**src/rtl/rca_seq_pkg.sv**
```systemverilog
// rca_seq_pkg: shared slice width and sequencer state encoding
package rca_seq_pkg;
  localparam int SLICE_W = 8;
  typedef enum logic [1:0] {
    ST_IDLE = 2'd0,
    ST_RUN  = 2'd1,
    ST_DONE = 2'd2
  } state_t;
endpackage

```
**src/rtl/rca_word_sequencer_rca8.sv**
```systemverilog
// RCA_8b: 8-bit ripple-carry adder built from a chain of full adders
module RCA_8b
  import rca_seq_pkg::*;
(
  input  logic [SLICE_W-1:0] a,
  input  logic [SLICE_W-1:0] b,
  input  logic               c_in,
  output logic [SLICE_W-1:0] sum,
  output logic               c_out
);
  logic [SLICE_W:0] c;
  assign c[0] = c_in;
  for (genvar i = 0; i < SLICE_W; i++) begin : g_fa
    assign sum[i]   = a[i] ^ b[i] ^ c[i];
    assign c[i+1] = (a[i] & b[i]) | (c[i] & (a[i] ^ b[i]));
  end
  assign c_out = c[SLICE_W];
endmodule

```
**src/rtl/rca_word_sequencer.sv**
```systemverilog
// rca_word_sequencer: wide add/subtract by sequencing one RCA_8b over byte slices, LSB first
module rca_word_sequencer
  import rca_seq_pkg::*;
#(
  parameter int NUM_BYTES = 4
) (
  input  logic                         clk,
  input  logic                         rst_n,
  input  logic                         start,
  input  logic                         sub,
  input  logic                         c_in,
  input  logic [SLICE_W*NUM_BYTES-1:0] a,
  input  logic [SLICE_W*NUM_BYTES-1:0] b,
  output logic                         busy,
  output logic                         done,
  output logic [SLICE_W*NUM_BYTES-1:0] sum,
  output logic                         c_out,
  output logic                         overflow
);
  localparam int W  = SLICE_W * NUM_BYTES;
  localparam int IW = $clog2(NUM_BYTES);
  localparam logic [IW-1:0] LAST = IW'(NUM_BYTES - 1);
  state_t               state;
  logic [IW-1:0]        idx;
  logic                 carry;
  logic [W-1:0]         a_r, b_r, work, nxt;
  logic [SLICE_W-1:0]   sa, sb, ss;
  logic                 sc;
  assign sa = a_r[idx*SLICE_W +: SLICE_W];
  assign sb = b_r[idx*SLICE_W +: SLICE_W];
  RCA_8b u_rca (
    .a    (sa),
    .b    (sb),
    .c_in (carry),
    .sum  (ss),
    .c_out(sc)
  );
  // Working word with the current slice result merged in, so the last slice reaches sum on the same edge
  always_comb begin
    nxt = work;
    nxt[idx*SLICE_W +: SLICE_W] = ss;
  end
  // Sequencer: latch operands (b inverted with carry-in 1 for subtract), step slices, commit on the last one
  always_ff @(posedge clk or negedge rst_n) begin
    if (!rst_n) begin
      state    <= ST_IDLE;
      idx      <= '0;
      carry    <= 1'b0;
      a_r      <= '0;
      b_r      <= '0;
      work     <= '0;
      busy     <= 1'b0;
      done     <= 1'b0;
      sum      <= '0;
      c_out    <= 1'b0;
      overflow <= 1'b0;
    end else begin
      case (state)
        ST_IDLE: if (start) begin
          a_r   <= a;
          b_r   <= sub ? ~b : b;
          carry <= sub ? 1'b1 : c_in;
          idx   <= '0;
          busy  <= 1'b1;
          state <= ST_RUN;
        end
        ST_RUN: begin
          work  <= nxt;
          carry <= sc;
          idx   <= idx + 1'b1;
          if (idx == LAST) begin
            state    <= ST_DONE;
            done     <= 1'b1;
            sum      <= nxt;
            c_out    <= sc;
            overflow <= (a_r[W-1] == b_r[W-1]) && (nxt[W-1] != a_r[W-1]);
          end
        end
        ST_DONE: begin
          state <= ST_IDLE;
          busy  <= 1'b0;
          done  <= 1'b0;
        end
        default: state <= ST_IDLE;
      endcase
    end
  end
endmodule

```
**config.mk**
```make
export PLATFORM = sky130hd
export DESIGN_NAME = rca_word_sequencer
export DESIGN_NICKNAME = d
export VERILOG_FILES = /design/src/rtl/rca_seq_pkg.sv /design/src/rtl/rca_word_sequencer_rca8.sv /design/src/rtl/rca_word_sequencer.sv
export SDC_FILE = /design/constraint.sdc
export NUM_CORES = 1
export LEC_CHECK = 0
export ABC_AREA = 1
export CORE_ASPECT_RATIO = 1.4
export CORE_MARGIN = 3
export CORE_UTILIZATION = 50
export CTS_CLUSTER_SIZE = 25
export DETAILED_ROUTE_END_ITERATION = 16
export GPL_TIMING_DRIVEN = 0
export PLACE_DENSITY = 0.75
export SYNTH_ARGS = -nofsm -noshare
export SYNTH_HDL_FRONTEND = slang
export SYNTH_SLANG_ARGS = --single-unit
```
**constraint.sdc**
```tcl
create_clock -name clk -period 8.94 [get_ports clk]
set_input_delay 1.341 -clock clk [delete_from_list [all_inputs] [get_ports clk]]
set_output_delay 1.341 -clock clk [all_outputs]
set_load 0.01 [all_outputs]
```
* Word-level counts from Yosys, hierarchy flattened
Index checks and enable logic that the tools add are counted.
** Operators by class
- Add/sub/neg operators :: 2
- Eq/ne operators :: 7
- Shifts and indexed selects :: 4
- Multiplexer cells :: 14
- Bitwise gates (word level) :: 41
- Reductions and logical operators :: 11
** Operators by type and width (count)
- indexed part select 32 x 6 -> 8 bit :: 2
- negator 5 -> 34 bit :: 1
- variable shift 8 x 34 -> 32 bit, first input constant :: 1
- indexed part select 8 x 34 -> 32 bit :: 1
- bitwise mux 32 bit :: 1
- two-way mux 32 bit :: 1
- inverter 32 bit :: 1
- bitwise AND 1 bit :: 16
- bitwise XOR 1 bit :: 16
- AND reduction 2 bit :: 6
- OR 1 bit :: 8
- one-hot mux 2 bit (2 select lines) :: 2
- two-way mux 2 bit :: 3
- one-hot mux 1 bit (2 select lines) :: 3
- nonzero test 2 bit :: 3
- equality test 2 bit, second input constant :: 2
- two-way mux 1 bit :: 4
- inequality test 2 bit, second input constant :: 2
- adder 2 x 1 -> 2 bit, second input constant :: 1
- equality test 2 x 1 -> 1 bit, second input constant :: 1
- zero test 2 bit :: 1
- equality test 1 bit :: 1
- logical AND 1 bit :: 1
- inequality test 1 bit :: 1
** Storage, ports and cells
- Register bits :: 137
- Input port bits :: 69
- Output and inout bits :: 36

* Longest topological paths before layout
Gate-level depths: netlist (run 1).
- Depth after elaboration :: 21
- Mapped depth :: 22

* By module
A second synthesis (run 1) with hierarchy kept.
** Unflattened totals
- Cells, all modules :: 784
- Area total of the unflattened synthesis :: 6536.3 sq um
** By module, submodules not included
- rca_word_sequencer :: instances 1, cells an instance 766, area each 6338.6 sq um
- RCA_8b :: instances 1, cells an instance 18, area each 197.7 sq um

* Worst setup path before layout (run 1)
Ideal clock, no wire load.
- Path type :: reg2reg
- From :: register idx[0]
- To :: register overflow
- Data arrival time :: 4.460 ns
- Data required time :: 8.823 ns
- Setup slack :: 4.363 ns
- Stages on the path, launching flop included :: 23
- Buffers on the path :: 2
- Period minus slack after synthesis :: 4.577 ns
- Path through :: dfrtp_1 -> buf_2 -> inv_4 -> buf_2 -> nand2_1 -> a32o_1 -> fa_1 -> fa_1 -> fa_1 -> fa_1 -> fa_1 -> inv_1 -> fa_1 -> inv_1 -> fa_1 -> inv_1 -> fa_1 -> inv_1 -> nor2_1 -> nand3_1 -> nand3_1 -> nand3_1 -> nand2_1
** On the way
- Longest elaborated chain between the ends :: 21
** Ends and longest elaborated chain
- from (decl) :: line rca_word_sequencer.sv:24 : logic [IW-1:0] idx;
- from (signal assigned) :: line rca_word_sequencer.sv:70 : idx <= idx + 1'b1;
- indexed part select 32 x 6 -> 8 bit (on tied branches) :: line rca_word_sequencer.sv:29, rca_word_sequencer.sv:30
- bitwise XOR 1 bit :: line rca_word_sequencer_rca8.sv:14, rca_word_sequencer_rca8.sv:15
- bitwise AND 1 bit :: line rca_word_sequencer_rca8.sv:15 : assign c[i+1] = (a[i] & b[i]) | (c[i] & (a[i] ^ b[i]));
- OR 1 bit :: line rca_word_sequencer_rca8.sv:15
- bitwise AND 1 bit :: line rca_word_sequencer_rca8.sv:15
- OR 1 bit :: line rca_word_sequencer_rca8.sv:15
- bitwise AND 1 bit :: line rca_word_sequencer_rca8.sv:15
- OR 1 bit :: line rca_word_sequencer_rca8.sv:15
- [... 5 more ...]
- OR 1 bit :: line rca_word_sequencer_rca8.sv:15
- bitwise AND 1 bit :: line rca_word_sequencer_rca8.sv:15
- OR 1 bit :: line rca_word_sequencer_rca8.sv:15
- bitwise XOR 1 bit :: line rca_word_sequencer_rca8.sv:14 : assign sum[i] = a[i] ^ b[i] ^ c[i];
- indexed part select 8 x 34 -> 32 bit :: line rca_word_sequencer.sv:41 : nxt[idx*SLICE_W +: SLICE_W] = ss;
- bitwise mux 32 bit :: line rca_word_sequencer.sv:41
- inequality test 1 bit :: line rca_word_sequencer.sv:76 : overflow <= (a_r[W-1] == b_r[W-1]) && (nxt[W-1] != a_r[W-1]);
- logical AND 1 bit :: line rca_word_sequencer.sv:76
- to (signal assigned) :: line rca_word_sequencer.sv:76
- to (decl) :: line rca_word_sequencer.sv:18 : output logic overflow
Parallel ways exist; a longest one is shown, timed or not.
A chain may end at the register's enable or synchronous reset.

* Worst setup path after layout (run 1)
- From :: register idx[1]
- To :: register overflow
Same word-level chain as after synthesis.

==> results of run 1 <==
power by group:
group,internal [W],switching (W),total (W)
combinational,0.000613,0.000981,0.00159
clock,0.000427,0.000275,0.000702
sequential,0.000877,0.000159,0.00104
total,0.00192,0.00142,0.00333
cell usage after synthesis:
master,number,share of area
nand2_1,338,0.19
ha_1,6,0.011
a21oi_1,12,0.0091
nand4_4,1,0.0032
clkinv_4,1,0.0013
buf_2,24,0.018
a31oi_1,1,0.00095
inv_2,4,0.0023
dfrtp_1,137,0.52
nor2_1,17,0.0097
inv_4,1,0.00095
buf_6,5,0.0085
buf_4,9,0.010
o21ai_1,11,0.0083
nor3_1,1,0.00076
nand3_1,6,0.0045
o22ai_1,22,0.021
nand3_4,1,0.0027
fa_1,8,0.024
nand4_1,6,0.0057
clkbuf_1,9,0.0051
o21ai_0,72,0.055
inv_1,33,0.019
xnor2_1,32,0.042
nand2_2,2,0.0019
a32o_1,12,0.018
nand2_4,1,0.0017
or2_2,1,0.00095
nor2_4,1,0.0017
state kept, by name, summed over array words and instances (netlist names), 2 cells and up:
name and flops:
idx 2, state 2, sum 32, work 32, b_r 32, a_r 32
layer usage:
metal	routed length, um	global-route usage	vias to the layer above
li1	-	-	2718
met1	6430	0.285	2618
met2	9040	0.424	195
met3	728	0.0402	53
met4	756	0.128	0
met5	0	0	-
metrics by stage:
| stage | cell area [sq um] | util | hold slack, ns | instances |
|---|---|---|---|---|
| detailed placement | 7850 | 0.610 | 0.464 | 1031 |
| finish | 8450 | 0.656 | 0.474 | 1063 |
| global placement | 7820 | 0.608 | 0.461 | 1030 |
| floorplan | 6600 | - | 0.444 | 774 |
| global route | 8450 | 0.656 | 0.490 | 1063 |
| CTS | 8450 | 0.656 | 0.480 | 1063 |
kinds of logic after synthesis:
logic type                 Yosys count  share of synthesized area
buffers and inverters               86                     0.0654
xor gates and xnor gates            32                     0.0425
DFF                                137                      0.519
AOI/OAI and AO/OA                  130                      0.112
and+or+nand+nor                    375                      0.225
adders and majority gates           14                     0.0356
worst max-delay path by stage:
stage	slack (ns)	cells after the start	start	endpoint
3_3_place_gp	1.17	1	rst_n	a_r[18]
6_report	3.76	21	idx[1]	overflow
4_1_cts	3.82	21	idx[1]	overflow
3_5_place_dp	3.84	21	idx[1]	overflow
5_1_grt	3.50	21	idx[1]	overflow
2_1_floorplan	4.36	22	idx[0]	overflow
cell usage in the layout (no fill, tap or decap), drive strengths merged:
cell type,n
nand4,7
clkdlybuf4s50,102
or2,1
o21ai,83
a32o,12
bufinv,2
clkinvlp,4
a31oi,1
fa,8
a21oi,12
inv,40
nor2,18
buf,40
nor3,1
clkinv,6
clkbuf,28
o22ai,22
nand3,7
nand2,341
ha,6
dfrtp,137
xnor2,32
area by class of cell:
class                      count  area [sq um]
timing repair buffer         104          1060
inverter                      39           154
clock inverter                13           144
sequential                   137          3430
fill                        1098          4430
clock buffer                  19           453
tap                          153           191
multi-input combinational    551          2740
buffer                        47           278
critical path, delay by kind of cell, from the launching register on:
family	cells	cell delay, ns
DFF	1	0.49
adders and majority gates	8	2.95
and+or+nand+nor	5	0.41
AOI/OAI and AO/OA	2	0.34
buffers and inverters	6	0.88
==> results.md, run 1 <==
* Worst-case clock buffer depth at 2
* DR pass1 iterations at 6
* Diode count at 0
* Final worst path period share at 0.579
* Layout area overhead at 28.0%
* Required time of the critical path at 9.24 ns
* Io pins at 105
* Layout cells sized above 1 at 0.0934
* Die Span X at 103 um
* Post-CTS Setup Inserts at 0
* Die height at between 100 and 150 um
* Final Power at ~0.0033 W
* Vias in the first global route at 5,662
* Maxcap violations at 0
* Min-delay worst type: reg -> reg
* WP data arrival at 5.48 ns
* Maximum clock rate at ~190 MHz
* CP Cell Sequence: inv_1 -> clkbuf_1 -> a21oi_1 -> a32o_1 -> fa_1 -> fa_1 -> fa_1 -> fa_1 -> fa_1 -> inv_1 -> fa_1 -> inv_1 -> fa_1 -> inv_1 -> fa_1 -> inv_1 -> nor2_1 -> nand3_1 -> nand3_1 -> nand3_1 -> nand2_1
* Core Region at 0.0129 sq mm
* Headroom to the max-slew limit at 0.610
* Hold-fix buffers at CTS at 0
* Fin. Hold Viols at 0
* Placement Setup Slack at 3.84 ns
* Slew Limit Fails at 0
* Synth Register Bits at 137
* Setup Skew at between 0.006 and 0.007 ns
* Startpoint types: flip-flop
* Antenna viol nets, final at 0
* Hold Startpoint: sum[16]
* Gr usage total at 0.244
* NumNets Final at around 1,000
* CP max-delay cell: dfrtp_1
* Min Tclk post-route at 5.18 ns
* R2R Path End: overflow
* Unrepaired setup endpoints after global routing: false
* Syn Std Cell Area at 0.00660 sq mm
* First-pass GRT wire length at 27,600 um
* Status: finished clean
* Crit path max fanout at 10
* Gates resized, CTS repair at 0
* Clk_lat worst skew at 0.42 ns
* Remaining global-route overflow at 0
* Avg WL per Cell at around 16 um
* # port buffers at 103
* Largest net degree at the start of global routing at 86
* Syn_nets at 857
* Flop2flop setup slack at around 3.8 ns
* CP dominant cell by count: fa_1
* Worst hold path stage count at 2
* Max VDD drop at 277 uV
* Pleak at 3.99 nW
* Crit path kind: reg -> reg
* Worst reg2reg path depth at 21
* Initial core utilization at 0.513
* CTS buffer count at 17
* Worst Tran Pin Value at 0.584 ns
* Clk sinks at 137
* RePlAce Congestion at 0.893
* Critical Path Max Stage Delay at between 0.4 and 0.5 ns
* Seq/Total Area, Yosys at 0.519
* Vias post-DR at 5,584
* Hpwl dp at 12,500 um
* CTS tree: yes
* Ys Warns at 0
* Final worst slack at around 3.8 ns
* CTS clk-pin slew, worst paths at roughly 0.060 ns
* Worst setup EP type: flip-flop
* Root buffer cell: clkbuf_16
* Pwr per Cell Area at 394 mW/mm^2
* Htree depth at 4
* Num rows at 49
* Drt drc at 0
* Final setup fails at 0
* Post-Route WL at 17,000 um
* Sum Neg Setup Slack at 0 ns
* Cell count after synthesis at 774
* DR iter-0 viols at 351
* Die footprint at 0.0146 sq mm
* Synth Area per Inst at 8.53 sq um
* Yosys cell types at 29
* Initial antenna violation count at 0
* Routed vias/inst at 5.25
* Worst R2R Start: idx[1]
* Hold EP: sum[16]
Power figures use the tool's default switching activity.
==> run 2, diff against run 1 <==
--- a/config.mk
+++ b/config.mk
@@ -8,11 +8,11 @@
 export ABC_AREA = 1
 export CORE_ASPECT_RATIO = 1.4
 export CORE_MARGIN = 3
-export CORE_UTILIZATION = 50
+export CORE_UTILIZATION = 49
 export CTS_CLUSTER_SIZE = 25
 export DETAILED_ROUTE_END_ITERATION = 16
 export GPL_TIMING_DRIVEN = 0
-export PLACE_DENSITY = 0.75
+export PLACE_DENSITY = 0.77
 export SYNTH_ARGS = -nofsm -noshare
 export SYNTH_HDL_FRONTEND = slang
 export SYNTH_SLANG_ARGS = --single-unit
==> constraint.sdc (replaced) <==
create_clock -name clk -period 4.6 [get_ports clk]
set_input_delay 0.69 -clock clk [delete_from_list [all_inputs] [get_ports clk]]
set_output_delay 0.69 -clock clk [all_outputs]
set_load 0.01 [all_outputs]
==> run 2 against run 1 <==
Design area increased by 2.3%. Combinational power increased by 110%. Register-to-register slack worse by 3.7 ns. Sequential power rose by 93%. Routed wire length rose by 0.78%. Hold slack got worse by 0.20 ns. Die area is 1.9% higher. Sequential share of layout area is 0.87 points lower.
==> results.md, run 2 (synthesized netlist as in run 1, its figures left out) <==
* Final worst slack at 0.106 ns (-3.66 ns)
* Vias post-DR at 5,704 (+2.1%)
* Worst-case clock buffer depth at 2 (unchanged)
* Core Region at 0.0130 sq mm (+0.95%)
* Fin. Hold Viols at 0 (unchanged)
* Multi-input logic area at 0.00277 sq mm (+0.91%)
* Pwr per Cell Area at 783 mW/mm^2 (+99%)
* Max VDD drop at 473 uV (+71%)
* Drt drc at 0 (unchanged)
* # port buffers at 103 (unchanged)
* DR pass1 iterations at 5 (-1)
* Die Span X at 104 um (+0.96%)
* Routed vias/inst at 5.20 (-0.93%)
* Hpwl dp at 12,300 um (-1.6%)
* Pleak at 4.06 nW (+1.8%)
* Reg area at 0.00343 sq mm (about the same)
* Num rows at 49 (unchanged)
* Die footprint at 0.0149 sq mm (+1.9%)
* First-pass GRT wire length at 28,100 um (+1.9%)
* Avg WL per Cell at 15.6 um (-2.3%)
* Crit path kind: reg -> reg
* WHS at 0.269 ns (-0.205 ns)
* Remaining global-route overflow at 0 (unchanged)
* Clk sinks at 137 (unchanged)
* Commonest non-fill, non-tap cells in the layout: nand2_1 (338), dfrtp_1 (135), clkdlybuf4s50_1 (102), o21ai_0 (71)
* Startpoint types: flip-flop
* CP dominant cell by count: fa_2
* Sequential share of power at 0.297 (-0.014)
* WP data arrival at 4.80 ns (-0.68 ns)
* Io pins at 105 (unchanged)
* Worst setup EP type: flip-flop
* Critical Path Max Stage Delay at 0.47 ns (-0.02 ns)
* Min Tclk post-route at 4.49 ns (-0.683 ns)
* Diode count at 0 (unchanged)
* Maxcap violations at 0 (unchanged)
* Layout cells sized above 1 at 0.111 (+0.0177)
* Clk_lat worst skew at 0.42 ns (about the same)
* Finished Layout Cells at 1,096 (+3.1%)
* CTS tree: yes
* Sum Neg Setup Slack at 0 ns (unchanged)
* Cell-internal power at 0.00399 W (+110%)
* Largest net degree at the start of global routing at 70 (-19%)
* Layout area overhead at 30.9%
* Setup Skew at 0.00733 ns (+0.000431 ns)
* DR iter-0 viols at 298 (-15%)
* Placement Setup Slack at -0.498 ns (-4.34 ns)
* Slew Limit Fails at 0 (unchanged)
* CTS clk-pin slew, worst paths at 0.06 ns (about the same)
* Min-delay worst type: in -> async
* Worst Tran Pin Value at 0.634 ns (+0.0495 ns)
* Clock power share at 0.209 (-0.002)
* Htree depth at 4 (unchanged)
* RePlAce Congestion at 0.897 (+0.39%)
* Inst Count DP at 1,056 (+2.4%)
* Initial core utilization at 0.508 (-0.00484)
* Antenna viol nets, final at 0 (unchanged)
* Final setup fails at 0 (unchanged)
* Status: finished clean
* NumNets Final at 989 (+0.92%)
* Required time of the critical path at 4.91 ns (-4.33 ns)
* NetSw at 0.00278 W (+96%)
* Initial antenna violation count at 0 (unchanged)
* Die height at 143 um (+0.97%)
* Hold-fix buffers at CTS at 0 (unchanged)
* Maximum clock rate at 223 MHz (+15%)
* Crit path max fanout at 3 (-7)
* Gate power share at 0.494 (+0.016)
* Final worst path period share at 0.977 (+0.398)
* Headroom to the max-slew limit at 0.577 (-0.0330)
* Final core area utilization at 0.665 (+0.00854)
* CTS buffer count at 17 (unchanged)
* Unrepaired setup endpoints after global routing: true
* CP max-delay cell: fa_2
* Post-Route WL at 17,100 um (+0.78%)
* Gr usage total at 0.239 (-0.00552)
* Most common cell after layout, fill and taps aside: nand2_1
* Net Sw Frac at 0.410 (-0.0146)
* Root buffer cell: clkbuf_16
* CP Cell Sequence: inv_1 -> clkbuf_8 -> a21oi_1 -> a32o_1 -> fa_2 -> fa_2 -> fa_2 -> fa_2 -> fa_2 -> inv_1 -> fa_1 -> inv_1 -> fa_1 -> inv_1 -> fa_2 -> inv_2 -> nor2_1 -> nand3_1 -> nand3_2 -> nand3_2 -> nand2_1
* Fillers at 1,074 (-2.2%)
* Vias in the first global route at 5,675 (+0.23%)
[run 2: changes by cell type in the layout (fill, tap and decap cells not counted), sizes merged]
cell	delta
buf	+10
inv	-2
clkinvlp	-2
clkbuf	+3
clkinv	-3
bufinv	+2
[run 2: final timing paths]
| kind | cells past startpoint | from | slack [ns] | end |
|---|---|---|---|---|
| hold / removal | 1 | rst_n | 0.27 | sum[7] |
| setup / recovery | 21 | idx[1] | 0.11 | overflow |
| min in group clk | 2 | sum[13] | 0.47 | sum[13] |
| hold reg to reg | 2 | sum[13] | 0.47 | sum[13] |
| max in group asynchronous | 2 | rst_n | 3.58 | work[27] |
| setup reg to reg | 21 | idx[1] | 0.11 | overflow |
[run 2: through the flow]
step	total power, W	area (sq um)
2_1_floorplan	0.00388	6600
3_3_place_gp	0.00498	7850
3_5_place_dp	0.00504	7880
4_1_cts	0.00662	8580
5_1_grt	0.00718	8640
6_report	0.00677	8640
[run 2: area by class of cell]
type / count / share of cell area
Sequential cell: 137 / 0.397
Multi-Input combinational cell: 551 / 0.320
Timing Repair Buffer: 114 / 0.131
Clock buffer: 23 / 0.0530
Buffer: 46 / 0.0381
Tap cell: 178 / 0.0258
Inverter: 39 / 0.0178
Clock inverter: 8 / 0.0168
[run 2: timing repair]
item	in CTS	in global routing
setup buffers	5	5
pin swaps	1	3
endpoints found under the setup margin	15	9
gates resized for setup	21	11
[run 2: power groups by stage]
stage | sequential [W] | clock [W] | combinational (W)
2_1_floorplan | 0.00197 | 0 | 0.00191
3_3_place_gp | 0.00201 | 0 | 0.00297
3_5_place_dp | 0.00201 | 0 | 0.00303
4_1_cts | 0.00200 | 0.00142 | 0.00320
5_1_grt | 0.00206 | 0.00147 | 0.00365
6_report | 0.00201 | 0.00142 | 0.00334
[run 2: critical path, delay by kind of cell, from the launching register on]
family                   cells  cell delay, ns
AND/OR/NAND/NOR              5            0.37
adder cells (fa/ha/maj)      8            2.74
AO/OA/AOI/OAI                2            0.27
buffers and inverters        6            0.57
flip-flops                   1            0.42
[run 2: metal layers]
metal	up-vias	global-route usage	wire, um
met4	0	0.150	978
met3	66	0.0467	828
met2	216	0.412	8700
met1	2681	0.275	6590
li1	2741	-	-
met5	-	0	0
==> run 3, diff against run 2 <==
--- a/config.mk
+++ b/config.mk
@@ -8,11 +8,13 @@
 export ABC_AREA = 1
 export CORE_ASPECT_RATIO = 1.4
 export CORE_MARGIN = 3
-export CORE_UTILIZATION = 49
+export CORE_UTILIZATION = 50
+export CTS_BUF_LIST = sky130_fd_sc_hd__clkbuf_8
 export CTS_CLUSTER_SIZE = 25
 export DETAILED_ROUTE_END_ITERATION = 16
 export GPL_TIMING_DRIVEN = 0
-export PLACE_DENSITY = 0.77
+export PLACE_DENSITY = 0.78
+export SLEW_MARGIN = 15
 export SYNTH_ARGS = -nofsm -noshare
 export SYNTH_HDL_FRONTEND = slang
 export SYNTH_SLANG_ARGS = --single-unit
==> run 3 against run 2 <==
Sequential power barely moved. Via count is 0.28% lower. Global-route usage rose by 0.47 points. Cell count decreased by 2.3%. Flip-flop and latch count unchanged. Sequential share of layout area up 1.0 points. Clock skew rose by 0.00072 ns. Design area fell by 2.5%. Count of clock-buffer cells in the layout down 2. Critical path depth unchanged. Hold slack worse by 0.19 ns. Die area shrank 1.9%. Critical path type unchanged. Largest power group unchanged. Highest routed layer unchanged.
==> results.md, run 3 (synthesized netlist as in run 1, its figures left out) <==
* Status: finished clean
* Initial antenna violation count at 0 (unchanged)
* CP max-delay cell: dfrtp_2
* Final setup fails at 0 (unchanged)
* Die Span X at 103 um (-0.95%)
* RePlAce Congestion at 0.898 (+0.12%)
* Antenna viol nets, final at 0 (unchanged)
* # port buffers at 103 (unchanged)
* Delay-heaviest family, CP: adder cells
* Routed vias/inst at 5.31 (+2.0%)
* Pwr per Cell Area at 753 mW/mm^2 (-3.8%)
* Vias in the first global route at 5,598 (-1.4%)
* Num rows at 49 (unchanged)
* Die footprint at 0.0146 sq mm (-1.9%)
* Placement Setup Slack at -0.498 ns (+0.000512 ns)
* Clk_lat worst skew at 0.45 ns (+0.03 ns)
* Most common cell after layout, fill and taps aside: nand2_1
* Clk sinks at 137 (unchanged)
* Unrepaired setup endpoints after global routing: true
* Hpwl dp at 12,300 um (+0.35%)
* Diode count at 0 (unchanged)
* Post-Route WL at 16,900 um (-0.87%)
* Min-delay worst type: in -> async
* Maximum clock rate at 222 MHz (about the same)
* Core Region at 0.0129 sq mm (-0.94%)
* Worst R2R Start: idx[0]
* Gr usage total at 0.244 (+0.00470)
* Commonest non-fill, non-tap cells in the layout: nand2_1 (338), dfrtp_1 (135), clkdlybuf4s50_1 (102), o21ai_0 (72), inv_1 (33)
* Die height at 142 um (-0.96%)
* WP data arrival at 4.84 ns (+0.04 ns)
* Fin. Hold Viols at 0 (unchanged)
* DR pass1 iterations at 6 (+1)
* Worst Tran Pin Value at 0.557 ns (-0.0768 ns)
* Crit path max fanout at 6 (+3)
* Htree depth at 4 (unchanged)
* Min Tclk post-route at 4.49 ns (+0.000645 ns)
* Drt drc at 0 (unchanged)
* CTS buffer count at 17 (unchanged)
* Max VDD drop at 614 uV (+30%)
* WHS at 0.0774 ns (-0.191 ns)
* Worst-case clock buffer depth at 2 (unchanged)
* Final worst slack at 0.106 ns (-0.000645 ns)
* NumNets Final at 989 (unchanged)
* First-pass GRT wire length at 27,500 um (-2.2%)
* Worst reg2reg path depth at 21 (unchanged)
* DR iter-0 viols at 314 (+5.4%)
* Maxcap violations at 0 (unchanged)
* Sum Neg Setup Slack at 0 ns (unchanged)
* Required time of the critical path at 4.94 ns (+0.03 ns)
* Startpoint types: flip-flop
* Headroom to the max-slew limit at 0.629 (+0.0512)
* CTS clk-pin slew, worst paths at 0.07 ns (about the same)
* Largest net degree at the start of global routing at 110 (+57%)
* Io pins at 105 (unchanged)
* Initial core utilization at 0.513 (+0.00484)
* Layout cells sized above 1 at 0.118 (+0.00654)
* CP dominant cell by count: fa_2
* Setup Skew at 0.00806 ns (+0.000724 ns)
* Slew Limit Fails at 0 (unchanged)
* Crit path kind: reg -> reg
* CP Depth at 21 (unchanged)
* Layout area overhead at 27.6%
* Final worst path period share at 0.977 (about the same)
* Vias post-DR at 5,688 (-0.28%)
* Critical path buffer and inverter count at 6 (unchanged)
* Fillers at 1,085 (+1.0%)
* Critical Path Max Stage Delay at 0.47 ns (about the same)
* Worst setup EP type: flip-flop
* Pleak at 3.99 nW (-1.8%)
* Avg WL per Cell at 15.8 um (+1.4%)
* Remaining global-route overflow at 0 (unchanged)
* Root buffer cell: clkbuf_8
* Critical Path Start: idx[0]
* CTS tree: yes
* CP Cell Sequence: inv_4 -> buf_8 -> nand2_1 -> a32o_2 -> fa_2 -> fa_2 -> fa_2 -> fa_2 -> fa_2 -> inv_1 -> fa_1 -> inv_1 -> fa_2 -> inv_2 -> fa_2 -> inv_2 -> nor2_1 -> nand3_1 -> nand3_1 -> nand3_2 -> nand2_1
[run 3: changes by cell type in the layout (fill, tap and decap cells not counted), moves of 2 or more]
cell,previous run,this run
inv_2,5,7
clkbuf_16,17,0
clkbuf_8,2,22
clkbuf_1,11,6
[run 3: per-layer routing]
metal | vias to the layer above | track usage | routed length, um | part of all wire
li1 | 2724 | - | - | -
met3 | 62 | 0.0520 | 924 | 0.055
met1 | 2682 | 0.292 | 6460 | 0.38
met4 | 0 | 0.113 | 769 | 0.045
met5 | - | 0 | 0 | 0
met2 | 220 | 0.413 | 8790 | 0.52
[run 3: per-stage QoR]
stage / instance area, sq um / utilization / instances / total power, W
after global routing: 8420 / 0.654 / 1071 / 0.00677
after CTS: 8350 / 0.648 / 1064 / 0.00619
final: 8420 / 0.654 / 1071 / 0.00635
after global placement: 7820 / 0.608 / 1030 / 0.00497
after detailed placement: 7860 / 0.610 / 1031 / 0.00504
after floorplan: 6600 / - / 774 / 0.00388
[run 3: layout make-up]
| type | count | area [sq um] | area share |
|---|---|---|---|
| sequential | 137 | 3430 | 0.407 |
| multi-input combinational | 551 | 2770 | 0.329 |
| timing repair buffer | 114 | 1140 | 0.135 |
| buffer | 46 | 325 | 0.0386 |
| clock buffer | 21 | 289 | 0.0343 |
| tap | 153 | 191 | 0.0227 |
| inverter | 39 | 154 | 0.0183 |
| clock inverter | 10 | 126 | 0.0150 |
[run 3: report_power, final]
part           switching (W)  total (W)  internal [W]  leakage (nW)
logic                0.00196    0.00331       0.00135          2.00
clock network       0.000445    0.00103      0.000583         0.217
registers           0.000306    0.00201       0.00170          1.77
total                0.00271    0.00635       0.00363          3.99
[run 3: path summary, 6_finish.rpt]
| kind | endpoint | slack [ns] |
|---|---|---|
| min in group clk | sum[14] | 0.48 |
| max in group asynchronous | b_r[13] | 3.72 |
| max reg2reg | overflow | 0.11 |
| max | overflow | 0.11 |
| min | sum[10] | 0.08 |
| min reg2reg | sum[14] | 0.48 |
[run 3: repair_timing]
action | CTS | global route
gates resized for setup | 22 | 12
pin swaps | 1 | 4
buffers inserted | 3 | 7
endpoints found under the setup margin | 15 | 9
cloned | 0 | 0
hold buffers | 0 | 0
